## config.mk

```make
export PLATFORM = sky130hd
export DESIGN_NAME = mem_arbiter
export DESIGN_NICKNAME = d
export VERILOG_FILES = /design/src/rtl/riscv_pkg.sv /design/src/rtl/mem_arbiter.sv
export SDC_FILE = /design/constraint.sdc
export NUM_CORES = 1
export LEC_CHECK = 0
export ABC_AREA = 1
export CAP_MARGIN = 10
export CORE_AREA = 2 2 108 110
export CTS_CLUSTER_DIAMETER = 80
export DETAILED_ROUTE_END_ITERATION = 12
export DIE_AREA = 0 0 110 112
export MAX_ROUTING_LAYER = met4
export PLACE_DENSITY = 0.65
export SYNTH_ARGS = -nofsm -noshare
export SYNTH_HDL_FRONTEND = slang
export SYNTH_SLANG_ARGS = --single-unit
```

## constraint.sdc

```tcl
create_clock -name clk -period 1.85 [get_ports clk]
set_clock_uncertainty 0.05 [all_clocks]
set_input_delay 0.37 -clock clk [delete_from_list [all_inputs] [get_ports clk]]
set_output_delay 0.37 -clock clk [all_outputs]
set_load 0.01 [all_outputs]
```

## src/rtl/riscv_pkg.sv

```systemverilog
// Shared definitions for the pipeline memory subsystem.
// Holds the response-owner encoding and the default arbiter parameters.
package riscv_pkg;

  localparam int unsigned XLEN_DEF         = 32;
  localparam int unsigned STARVE_LIMIT_DEF = 4;

  // Who the memory read response in the next cycle belongs to
  typedef enum logic [1:0] {
    OWN_NONE = 2'd0,
    OWN_I    = 2'd1,
    OWN_D    = 2'd2
  } owner_e;

endpackage : riscv_pkg

```

## src/rtl/mem_arbiter.sv

```systemverilog
// mem_arbiter: shares one single-port synchronous-read memory between the
// instruction-fetch port (I, read only) and the load/store port (D).
// D has priority; an I requester denied STARVE_LIMIT consecutive cycles
// gains priority for its next request. A low gnt stalls the requester.
//
// Ports:
//   clk, rst                 clock, synchronous active-high reset
//   i_req/i_addr             fetch request and byte address
//   i_gnt                    fetch accepted this cycle (combinational)
//   i_rvalid/i_rdata         fetch response, cycle after i_gnt
//   d_req/d_we/d_be/d_addr/d_wdata   data request and payload
//   d_gnt                    data access accepted this cycle (combinational)
//   d_rvalid/d_rdata         load response, cycle after d_gnt (loads only)
//   mem_en/we/be/addr/wdata  memory strobe and payload (combinational)
//   mem_rdata                memory read data, cycle after a read strobe
module mem_arbiter
  import riscv_pkg::*;
#(
  parameter int unsigned XLEN         = XLEN_DEF,
  parameter int unsigned STARVE_LIMIT = STARVE_LIMIT_DEF
) (
  input  logic              clk,
  input  logic              rst,
  input  logic              i_req,
  input  logic [XLEN-1:0]   i_addr,
  output logic              i_gnt,
  output logic              i_rvalid,
  output logic [XLEN-1:0]   i_rdata,
  input  logic              d_req,
  input  logic              d_we,
  input  logic [XLEN/8-1:0] d_be,
  input  logic [XLEN-1:0]   d_addr,
  input  logic [XLEN-1:0]   d_wdata,
  output logic              d_gnt,
  output logic              d_rvalid,
  output logic [XLEN-1:0]   d_rdata,
  output logic              mem_en,
  output logic              mem_we,
  output logic [XLEN/8-1:0] mem_be,
  output logic [XLEN-1:0]   mem_addr,
  output logic [XLEN-1:0]   mem_wdata,
  input  logic [XLEN-1:0]   mem_rdata
);

  localparam int unsigned CW = $clog2(STARVE_LIMIT + 1);

  logic [CW-1:0] starve_cnt;
  logic [CW-1:0] starve_nxt;
  owner_e        rsp_owner;
  owner_e        owner_nxt;
  logic          prio_i;
  logic          i_win;
  logic          d_win;

  // Winner selection; nothing is granted while in reset
  always_comb begin
    prio_i = (starve_cnt == CW'(STARVE_LIMIT));
    i_win  = !rst && i_req && (prio_i || !d_req);
    d_win  = !rst && d_req && !i_win;
  end

  assign i_gnt = i_win;
  assign d_gnt = d_win;

  // Memory-side mux; fetches are always full-word reads
  always_comb begin
    mem_en    = 1'b0;
    mem_we    = 1'b0;
    mem_be    = '0;
    mem_addr  = '0;
    mem_wdata = '0;
    if (i_win) begin
      mem_en   = 1'b1;
      mem_be   = '1;
      mem_addr = i_addr;
    end else if (d_win) begin
      mem_en    = 1'b1;
      mem_we    = d_we;
      mem_be    = d_be;
      mem_addr  = d_addr;
      mem_wdata = d_wdata;
    end
  end

  // Next starvation count and next response owner
  always_comb begin
    starve_nxt = '0;
    owner_nxt  = OWN_NONE;
    if (i_req && !i_win) begin
      starve_nxt = prio_i ? starve_cnt : starve_cnt + CW'(1);
    end
    if (i_win) begin
      owner_nxt = OWN_I;
    end else if (d_win && !d_we) begin
      owner_nxt = OWN_D;
    end
  end

  always_ff @(posedge clk) begin
    if (rst) begin
      starve_cnt <= '0;
      rsp_owner  <= OWN_NONE;
    end else begin
      starve_cnt <= starve_nxt;
      rsp_owner  <= owner_nxt;
    end
  end

  // Responses follow the registered owner; a pending response dies in reset
  always_comb begin
    i_rvalid = !rst && (rsp_owner == OWN_I);
    d_rvalid = !rst && (rsp_owner == OWN_D);
    i_rdata  = i_rvalid ? mem_rdata : '0;
    d_rdata  = d_rvalid ? mem_rdata : '0;
  end

endmodule : mem_arbiter

```

After elaboration in Yosys (flattened, before gate mapping)
Cells that the tools add are included.

Flip-flop bits (word level): 5. Input port bits: 137. Output and inout port bits: 138. Word-level logic and storage cells: 37.

Add/subtract/negate cells: 1. Equal/unequal tests: 3. Mux-type cells: 14. Bitwise gates (word level): 1. Reduce and logical (&&, ||, !) cells: 15.

Operators by type and width (count): 2-to-1 mux 32 bit (6); logical AND 1 bit (8); 2-to-1 mux 4 bit (2); 2-to-1 mux 1 bit (5); zero test 1 bit (4); OR reduction 2 bit (2); adder 3 x 1 -> 3 bit, second input constant (1); == test 3 bit, second input constant (1); == test 2 x 1 -> 1 bit, second input constant (1); == test 2 bit, second input constant (1); 2-to-1 mux 2 bit (1); logical OR 1 bit (1); inverter 1 bit (1).

Longest topological paths before layout
Gate-level depths: netlist of the first run.

Word-level depth: 8. Gate-level depth with buffers: 9.

Least setup slack after synthesis of the first run
Ideal clock, no wire load.

Path kind: register -> output. Start: reg starve_cnt[0]. End: out mem_addr[10]. Arrival: 1.253 ns. Setup slack: 0.177 ns. Stages on the path, launching flop included: 10. Cells stage by stage: dfxtp_1 -> inv_1 -> ha_1 -> nand2_2 -> nand2_4 -> nand2_2 -> buf_6 -> buf_6 -> nand3_2 -> nand2_1.

Longest elaborated chain between the ends: 7.

Ends and longest elaborated chain: start, declared (line mem_arbiter.sv:47) `logic [CW-1:0] starve_cnt;`; start signal, assigned (line mem_arbiter.sv:104) `starve_cnt <= starve_nxt;`; == test 3 bit (*) (line mem_arbiter.sv:57) `prio_i = (starve_cnt == CW'(STARVE_LIMIT));`; logical OR 1 bit (*) (line mem_arbiter.sv:58) `i_win = !rst && i_req && (prio_i || !d_req);`; logical AND 1 bit (*) (line mem_arbiter.sv:58); zero test 1 bit (line mem_arbiter.sv:59) `d_win = !rst && d_req && !i_win;`; logical AND 1 bit (line mem_arbiter.sv:59); 2-to-1 mux 32 bit (line mem_arbiter.sv:76) `end else if (d_win) begin`; 2-to-1 mux 32 bit (*) (line mem_arbiter.sv:72) `if (i_win) begin`; end, declared (line mem_arbiter.sv:40) `output logic [XLEN-1:0] mem_addr,`.

Every way passes the cells marked *; elsewhere a longest branch is shown, timed or not.

Worst setup path after layout of the first run
Start: reg starve_cnt[1]. End: out mem_be[2].

Longest elaborated chain between the ends: 7.

Ends and longest elaborated chain: == test 3 bit (*) (line mem_arbiter.sv:57); logical OR 1 bit (*) (line mem_arbiter.sv:58); logical AND 1 bit (*) (line mem_arbiter.sv:58); zero test 1 bit (line mem_arbiter.sv:59); logical AND 1 bit (line mem_arbiter.sv:59); 2-to-1 mux 4 bit (line mem_arbiter.sv:76); 2-to-1 mux 4 bit (*) (line mem_arbiter.sv:72); end, declared (line mem_arbiter.sv:39) `output logic [XLEN/8-1:0] mem_be,`.

Marks and branches as above.

==> metrics, run 1 <==
status=finished, violations left; failing checks=setup timing; grt ovf=0; number of routed nets with antenna violations=0; final setup fails=56; syn_nets=466; top-count cell post-synth=nor2_1; Ant. Diodes=0; DR iter-0 viols=70; largest net degree at the start of global routing=34; max cap viols=0; DP HPWL=7.566 mm; TritonCTS Buffers=3; Vias=3,185; fill count=1,018; DRT Pass-1 Iters=4; fin. max-slew vios=0; root buffer cell=clkbuf_16; period utilization=110.1%; FF-to-FF path depth=11; R2R setup slack=300 ps; Slowest-stage cell, CP=dfxtp_2; WP data required=1430 ps; asr flop ratio synth=0%; largest stage delay on the critical path=310 ps; r2r startpoint=starve_cnt[1]$_SDFFE_PP0N_; nets@finish=780; RSZ-0062 raised after global routing=true; CP startpoint=starve_cnt[1]$_SDFFE_PP0N_; DRT Wirelength=10.79 mm; Min Hold Slack=452.9 ps; Synth Flop Type=dfxtp_1; CP endpoint=mem_be[2]; clock-pin slew on the worst setup and hold paths=30 ps; Mapped Area=1590 um2; full die area=12,320 um2; top-area cell type share of the netlist area=24.08%; Syn. warnings=0; Synth top cells by count=nor2_1, inv_1, nand2_1; crit-path most repeated cell=buf_6; I/O pin cnt=275; first-pass GRT wire length=15.55 mm; CP Capture Type=output pin; Max FO, Critical Path=4; worst setup margin=-187.4 ps; Fin. Hold Viols=0; reg2reg end=starve_cnt[0]$_SDFFE_PP0N_; Final Instance Area=5577 um2; Yosys cell types=18; Total Power=1473 uW; DRC=0; clock latency at the later pin of the worst-skew pair=230 ps; number of global-route vias before repair=3,248; average wire per standard cell=13.78 um; vias per inst=4.068; max frequency=0.4908 GHz; PwrDens=264.1 nW/um2; Worst Path Arrival=1620 ps; sequential fraction of the synthesis area=6.294%; synthesized area per cell=4.863 um2; CTS tree=built; worst-margin pin slew=166.2 ps; GRT Util Overall=16.25%; die width=110 um; H-Tree Depth=1; initial antenna violation count=0; Row Count=39; Synth area leader=nor2_1; min-delay worst type=flip-flop to flip-flop; Setup crit start kind=flip-flop; crit path cell chain=inv_2, ha_4, nand2_4, nand2_4, nand2_8, buf_6, buf_6, buf_16, buf_6, nand2_4, buf_6; Cell Area, Placed=4623 um2; clock buffer depth=2; Area growth syn-to-layout=250.7%; top cells by area, synth=nor2_1, inv_1, nand3_1; Lkg Pwr=0.002926 uW; Initial Util=14.23%; Yosys reg bits=5; Final Core Density=49.90%; number of hold buffers added after CTS=0; synthesized instance count=327; path type of the worst setup path=flip-flop to output pin; Slew headroom=88.92%; Sink Count=5; die height=112 um; peak supply drop=0.2941 mV; # port buffers=274; Core Area=11,170 um2; EDFF count, synth=0; share of post-route cells with drive strength above 1=41.88%; Final min period=2037 ps; GP Congestion=0.8179
## sequential cells by signal, summed over array words and instances, names as in the netlist
name and cells:
rsp_owner 2, starve_cnt 3
## kinds of logic (layout without fill, tap and decap cells)
kind of cell | count (synthesis) | in the layout | synth area share [%]
simple gates | 218 | 218 | 64.60
buf+inv | 100 | 413 | 26.67
flops | 5 | 5 | 6.295
fa+ha+maj | 2 | 2 | 1.573
compound gates | 1 | 1 | 0.3144
xor+xnor | 1 | 1 | 0.5508
## through the flow
step                TNS, ps  std cells  setup WS [ps]
finish                -6437        783         -187.4
global route          -9991        783         -230.3
CTS                  -12270        777         -239.1
detailed placement   -75430        741         -674.0
global placement     -75270        741         -660.9
floorplan                 0        327          176.8
## report_power, final
part           switching, uW  internal (uW)  total (uW)
Combinational            411            592        1000
Clock                   70.2            286         356
Sequential              1.79            112         113
## per-layer routing
metal | GRT usage [%] | routed length, um | up-vias
met5 | - | 0 | -
met4 | 2.025 | 49 | 0
met3 | 2.752 | 963 | 6
met2 | 31.90 | 5945 | 170
met1 | 16.82 | 3829 | 1427
li1 | - | - | 1582
## worst max-delay path: cells and delay by family (launching register included)
kind	cells	cell delay, ps
flip-flops	1	310
adder cells (fa/ha/maj)	1	130
AND/OR/NAND/NOR	4	270
buffers and inverters	6	670
## cell usage in the layout (no fill, tap or decap), drive strengths merged
cell type / n
dlygate4sd2: 36
clkdlybuf4s50: 133
nand3: 65
ha: 2
bufbuf: 1
xnor2: 1
clkdlybuf4s15: 18
nor2: 103
o21ai: 1
buf: 132
clkbuf: 15
nand2: 50
dfxtp: 5
inv: 78
## cell type report
cell class	instances	area, um2	share of cell area, %
Multi-Input combinational cell	222	1569	28.14
Sequential cell	5	102.6	1.840
Inverter	78	297.8	5.340
Clock buffer	4	78.83	1.414
Tap cell	143	178.9	3.208
Timing Repair Buffer	331	3349	60.06
## worst min path at each step
stage	start	end	slack, ps	cells past startpoint
after floorplan	starve_cnt[0]$_SDFFE_PP0N_	starve_cnt[0]$_SDFFE_PP0N_	370	1
after global placement	starve_cnt[0]$_SDFFE_PP0N_	starve_cnt[0]$_SDFFE_PP0N_	440	2
after CTS	starve_cnt[0]$_SDFFE_PP0N_	starve_cnt[0]$_SDFFE_PP0N_	460	2
final	starve_cnt[0]$_SDFFE_PP0N_	starve_cnt[0]$_SDFFE_PP0N_	450	2
after global routing	starve_cnt[0]$_SDFFE_PP0N_	starve_cnt[0]$_SDFFE_PP0N_	480	2
after detailed placement	starve_cnt[0]$_SDFFE_PP0N_	starve_cnt[0]$_SDFFE_PP0N_	470	2
## what timing repair did
| action | 4_1_cts | 5_1_grt |
|---|---|---|
| setup endpoints to repair | 138 | 119 |
| gates cloned | 10 | 2 |
| endpoints found under the hold margin | 0 | 0 |
| pin swaps | 20 | 16 |
| setup buffers | 22 | 9 |
| resized for setup | 510 | 114 |
No activity file was read; power rests on OpenSTA's default activity.
==> run 2: changes to the inputs <==
==> constraint.sdc (replaced) <==
create_clock -name clk -period 2.1 [get_ports clk]
set_clock_uncertainty 0.05 [all_clocks]
set_input_delay 0.42 -clock clk [delete_from_list [all_inputs] [get_ports clk]]
set_output_delay 0.42 -clock clk [all_outputs]
set_load 0.01 [all_outputs]
==> metrics, run 2 (synthesis results as in run 1) <==
status=finished, final reports clean; number of hold buffers added after CTS=0 (unchanged); Slowest-stage cell, CP=dfxtp_2; die width=110 um (unchanged); Largest register FFs=3 (unchanged); DR iter-0 viols=135 (+93%); grt ovf=0 (unchanged); CP delay by family, top=buffers and inverters; fill count=1,152 (+13%); Ant. Diodes=0 (unchanged); path type of the worst setup path=flip-flop to output pin; Initial Util=14.23% (unchanged); final setup fails=0 (-100%); DP HPWL=7.534 mm (-0.42%); CP Capture Type=output pin; Row Count=39 (unchanged); most frequent cells in the layout=clkdlybuf4s50_1, nor2_1, inv_1; Final Instance Area=4700 um2 (-16%); worst-margin pin slew=172.2 ps (+6.061 ps); nets@finish=765 (-1.9%); Sink Count=5 (unchanged); Vias=3,119 (-2.1%); r2r startpoint=starve_cnt[1]$_SDFFE_PP0N_; CTS tree=built; FF-to-FF path depth=10 (-1); RSZ-0062 raised after global routing=true; crit path cell chain=inv_2, ha_4, nand2_4, nand2_4, nand2_4, buf_12, nand2_8, buf_16, buf_6, nor2_2, buf_2; min-delay worst type=flip-flop to flip-flop; clock latency at the later pin of the worst-skew pair=230 ps (about the same); Lkg Pwr=0.002856 uW (-2.4%); crit path buf inv count=5 (-1); largest stage delay on the critical path=330 ps (+20 ps); Biggest register=starve_cnt; DRC=0 (unchanged); R2R setup slack=660 ps (+360 ps); initial antenna violation count=0 (unchanged); Core Area=11,170 um2 (unchanged); I/O pin cnt=275 (unchanged); max cap viols=0 (unchanged); Top Registers=starve_cnt x3, rsp_owner x2; fin. max-slew vios=0 (unchanged); largest net degree at the start of global routing=34 (unchanged); DRT Pass-1 Iters=5 (+1); root buffer cell=clkbuf_16; Max FO, Critical Path=7 (+3); # port buffers=274 (unchanged); hold endpoint=starve_cnt[0]$_SDFFE_PP0N_; period utilization=99.12%; H-Tree Depth=1 (unchanged); Cell Area, Placed=4616 um2 (-0.16%); DRT Wirelength=9.565 mm (-11%); vias per inst=4.061 (-0.16%); Setup crit start kind=flip-flop; full die area=12,320 um2 (unchanged); hold_sp=starve_cnt[0]$_SDFFE_PP0N_; first-pass GRT wire length=14.30 mm (-8.0%); average wire per standard cell=12.45 um (-9.6%); peak supply drop=0.2864 mV (-2.6%); TritonCTS Buffers=3 (unchanged); clock buffer depth=2 (unchanged); number of global-route vias before repair=3,034 (-6.6%); most common cell after layout, fill and taps aside=clkdlybuf4s50_1; number of routed nets with antenna violations=0 (unchanged); GP Congestion=0.8184 (about the same); clock-pin slew on the worst setup and hold paths=30 ps (about the same); Slew headroom=88.48% (-0.44 points); GRT Util Overall=14.78% (-1.5 points); worst hold path depth=2 (unchanged); Fin. Hold Viols=0 (unchanged); Worst Path Arrival=1610 ps (about the same); share of post-route cells with drive strength above 1=25.44% (-16 points); Area growth syn-to-layout=195.5%; WP data required=1630 ps (+200 ps); max frequency=0.4804 GHz; reg2reg end=starve_cnt[0]$_SDFFE_PP0N_; Min Hold Slack=456.5 ps (+3.654 ps); die height=112 um (unchanged); crit-path most repeated cell=nand2_4; PwrDens=239.9 nW/um2 (-9.2%); Final min period=2081 ps; Total Power=1127 uW (-23%)
==> run 2: changes by cell type in the layout (fill, tap and decap cells not counted), moves of 18 or more <==
cell and delta:
nand3_2 -26, buf_2 +18, buf_6 -47, nor2_1 +33, dlygate4sd2_1 +30, nor2_4 -24
nand3_1 +31
==> run 2: what timing repair did <==
| action | CTS | global route |
|---|---|---|
| setup buffers | 17 | 1 |
| gates cloned | 6 | 1 |
| pin swaps | 5 | 6 |
| resized for setup | 345 | 36 |
| setup endpoints to repair | 138 | 46 |
==> run 2: worst max-delay path by stage <==
stage,endpoint,slack [ps],cells past startpoint,start
floorplan,mem_addr[10],380,9,starve_cnt[0]$_SDFFE_PP0N_
global placement,mem_addr[7],-510,8,rst
detailed placement,mem_wdata[23],-510,8,rst
CTS,mem_addr[29],-40,11,starve_cnt[1]$_SDFFE_PP0N_
global route,mem_wdata[14],-50,11,starve_cnt[1]$_SDFFE_PP0N_
finish,mem_wdata[14],20,11,starve_cnt[1]$_SDFFE_PP0N_
==> run 2: worst register-to-register path, stage by stage, from the launching register on <==
cell and delay, ps:
dfxtp_2 330, inv_2 50, ha_4 150, nand2_4 60, nand2_4 50, buf_4 130
buf_6 130, buf_4 120, nor2_1 130, inv_1 80, nor2_1 90
==> run 2: power breakdown <==
| group | internal (uW) | switching, uW |
|---|---|---|
| Sequential | 98.4 | 1.31 |
| Combinational | 432 | 281 |
| Clock | 252 | 63.1 |
| Total | 782 | 346 |
==> run 2: through the flow <==
stage	util, %	std cells	setup WS (ps)	TNS, ps
floorplan	-	327	376.8	0
global placement	41.31	740	-510.4	-54540
detailed placement	41.31	740	-514.0	-55570
CTS	42.92	767	-39.45	-97.53
global route	42.06	768	-52.10	-151.7
finish	42.06	768	18.51	0
==> run 2: layout make-up <==
type / instances / area [um2] / area share, %
multi-input cells: 222 / 1127 / 23.99
flip-flops and latches: 5 / 102.6 / 2.183
inverters: 78 / 297.8 / 6.337
repair buffers: 316 / 2914 / 62.01
well taps: 143 / 178.9 / 3.807
clock buffers: 4 / 78.83 / 1.677
==> run 2: per-layer routing <==
metal / vias up / share of wire [%] / wire length (um) / global-route usage (%)
met2: 173 / 54 / 5207 / 29.37
met5: - / 0 / 0 / -
li1: 1551 / - / - / -
met4: 0 / 0.28 / 27 / 1.941
met3: 4 / 11 / 1052 / 2.752
met1: 1391 / 34 / 3278 / 14.80
==> run 3: changes to the inputs <==
--- a/config.mk
+++ b/config.mk
@@ -12,7 +12,7 @@
 export DETAILED_ROUTE_END_ITERATION = 12
 export DIE_AREA = 0 0 110 112
 export MAX_ROUTING_LAYER = met4
-export PLACE_DENSITY = 0.65
+export PLACE_DENSITY_LB_ADDON = 0.12
 export SYNTH_ARGS = -nofsm -noshare
 export SYNTH_HDL_FRONTEND = slang
 export SYNTH_SLANG_ARGS = --single-unit
==> constraint.sdc (replaced) <==
create_clock -name clk -period 2.31 [get_ports clk]
set_clock_uncertainty 0.05 [all_clocks]
set_input_delay 0.462 -clock clk [delete_from_list [all_inputs] [get_ports clk]]
set_output_delay 0.462 -clock clk [all_outputs]
set_load 0.01 [all_outputs]
==> metrics, run 3 (synthesis results as in run 1) <==
status=finished, final reports clean; max frequency=0.4484 GHz; GP Congestion=0.7933 (-3.1%); FF-to-FF path depth=8 (-2); reg2reg end=starve_cnt[0]$_SDFFE_PP0N_; average wire per standard cell=12.45 um (about the same); most frequent cells in the layout=clkdlybuf4s50_1, nor2_1, dlygate4sd2_1; number of hold buffers added after CTS=0 (unchanged); Slowest-stage cell, CP=bufbuf_16; Final min period=2230 ps; Sink Count=5 (unchanged); RSZ-0062 raised after global routing=false; Final Core Density=41.61% (-0.45 points); vias per inst=3.950 (-2.7%); CTS tree=built; DRT Wirelength=9.512 mm (-0.55%); root buffer cell=clkbuf_16; Worst Path Arrival=1720 ps (+110 ps); Slew headroom=87.65% (-0.84 points); DRC=0 (unchanged); Max FO, Critical Path=11 (+4); nets@finish=760 (-0.65%); clock-pin slew on the worst setup and hold paths=30 ps (about the same); Core Area=11,170 um2 (unchanged); path type of the worst setup path=primary input to output pin; share of post-route cells with drive strength above 1=18.71% (-6.7 points); grt ovf=0 (unchanged); CP endpoint=mem_addr[25]; clock buffer depth=2 (unchanged); Top Registers=starve_cnt x3, rsp_owner x2; period utilization=96.53%; Vias=3,018 (-3.2%); Fin. Hold Viols=0 (unchanged); min-delay worst type=flip-flop to flip-flop; CP delay by family, top=buffers and inverters; WP data required=1800 ps (+170 ps); clock latency at the later pin of the worst-skew pair=220 ps (about the same); worst setup margin=80.06 ps (+61.54 ps); R2R setup slack=990 ps (+330 ps); Final Instance Area=4649 um2 (-1.1%); Place WS=-400.1 ps (+113.9 ps); Stages on worst setup path=8 (-3); Largest register FFs=3 (unchanged); full die area=12,320 um2 (unchanged); Biggest register=starve_cnt; final setup fails=0 (unchanged); die width=110 um (unchanged); CP Capture Type=output pin; # port buffers=274 (unchanged); Total Power=1001 uW (-11%); max cap viols=0 (unchanged); r2r startpoint=starve_cnt[0]$_SDFFE_PP0N_; DR iter-0 viols=71 (-47%); crit path cell chain=dlygate4sd2_1, inv_2, nand2_1, inv_4, bufbuf_16, nand3_2, nand2_1, dlygate4sd2_1; CP startpoint=rst; first-pass GRT wire length=14.21 mm (-0.67%); GRT Util Overall=14.79% (about the same); fin. max-slew vios=0 (unchanged); Cell Area, Placed=4631 um2 (+0.33%); number of global-route vias before repair=3,001 (-1.1%); most common cell after layout, fill and taps aside=clkdlybuf4s50_1; peak supply drop=0.1333 mV (-53%); die height=112 um (unchanged); DP HPWL=7.766 mm (+3.1%); DRT Pass-1 Iters=4 (-1); Setup crit start kind=primary input; number of routed nets with antenna violations=0 (unchanged); initial antenna violation count=1 (+1); Area growth syn-to-layout=192.4%; TritonCTS Buffers=3 (unchanged); I/O pin cnt=275 (unchanged); largest stage delay on the critical path=300 ps (-30 ps); Lkg Pwr=0.002894 uW (+1.3%); largest net degree at the start of global routing=34 (unchanged); worst-margin pin slew=184.6 ps (+12.40 ps); crit path buf inv count=5 (unchanged); Row Count=39 (unchanged); H-Tree Depth=1 (unchanged); Initial Util=14.23% (unchanged); PwrDens=215.3 nW/um2 (-10%)
run 3: cell types whose count changed in the layout (fill, tap and decap cells not counted), moves of 3 or more:
cell	delta
buf_2	-59
clkbuf_2	+33
dlygate4sd2_1	+14
clkdlybuf4s15_1	+7
dlymetal6s2s_1	+5
buf_16	-4
buf_4	+4
buf_12	-3
buf_6	-3
nand3_1	+3
nand3_2	-3
nor2_1	+3
nor2_2	-3
run 3: per-layer routing:
| layer | track usage, % | part of all wire (%) | up-vias |
|---|---|---|---|
| li1 | - | - | 1541 |
| met4 | 2.278 | 0.49 | 0 |
| met2 | 29.41 | 54 | 161 |
| met3 | 3.923 | 12 | 4 |
| met1 | 13.96 | 33 | 1312 |
| met5 | - | 0 | - |
run 3: repair_timing:
action,4_1_cts,5_1_grt
setup endpoints to repair,138,58
buffers inserted,12,1
cloned,3,1
gates resized for setup,173,82
pin swaps,3,1
run 3: per-stage QoR:
| stage | setup TNS (ps) | hold slack, ps | std cells |
|---|---|---|---|
| finish | 0 | 366.9 | 764 |
| global route | 0 | 378.9 | 764 |
| detailed placement | -41200 | 401.0 | 742 |
| global placement | -40070 | 386.1 | 742 |
| CTS | 0 | 369.2 | 761 |
| floorplan | 0 | 367.3 | 327 |
run 3: worst register-to-register path, cell delays in order (launching register included):
cell,delay (ps)
dfxtp_2,330
inv_1,50
ha_1,200
nand2_2,110
nand2_4,70
buf_4,160
nor2_1,140
inv_1,70
nor2_1,80
run 3: area by class of cell:
type	instances	area (um2)
antenna	1	2.502
clock buffer	4	78.83
fill	1209	6525
inverter	78	295.3
multi-input combinational	222	1074
sequential	5	101.3
tap	143	178.9
timing repair buffer	311	2919
run 3: worst min-delay path by stage:
stage,startpoint,endpoint,slack (ps),cells after the start
3_5_place_dp,starve_cnt[0]$_SDFFE_PP0N_,starve_cnt[0]$_SDFFE_PP0N_,400,1
4_1_cts,starve_cnt[0]$_SDFFE_PP0N_,starve_cnt[0]$_SDFFE_PP0N_,370,1
2_1_floorplan,starve_cnt[0]$_SDFFE_PP0N_,starve_cnt[0]$_SDFFE_PP0N_,370,1
5_1_grt,starve_cnt[0]$_SDFFE_PP0N_,starve_cnt[0]$_SDFFE_PP0N_,380,1
6_report,starve_cnt[0]$_SDFFE_PP0N_,starve_cnt[0]$_SDFFE_PP0N_,370,1
3_3_place_gp,starve_cnt[0]$_SDFFE_PP0N_,starve_cnt[0]$_SDFFE_PP0N_,390,1
run 3: report_power, final:
group	internal [uW]	switching, uW	leakage [uW]	total (uW)
registers	89.4	1.37	0.0000411	90.8
clock network	228	52.2	0.0000382	280
logic	383	247	0.00281	630
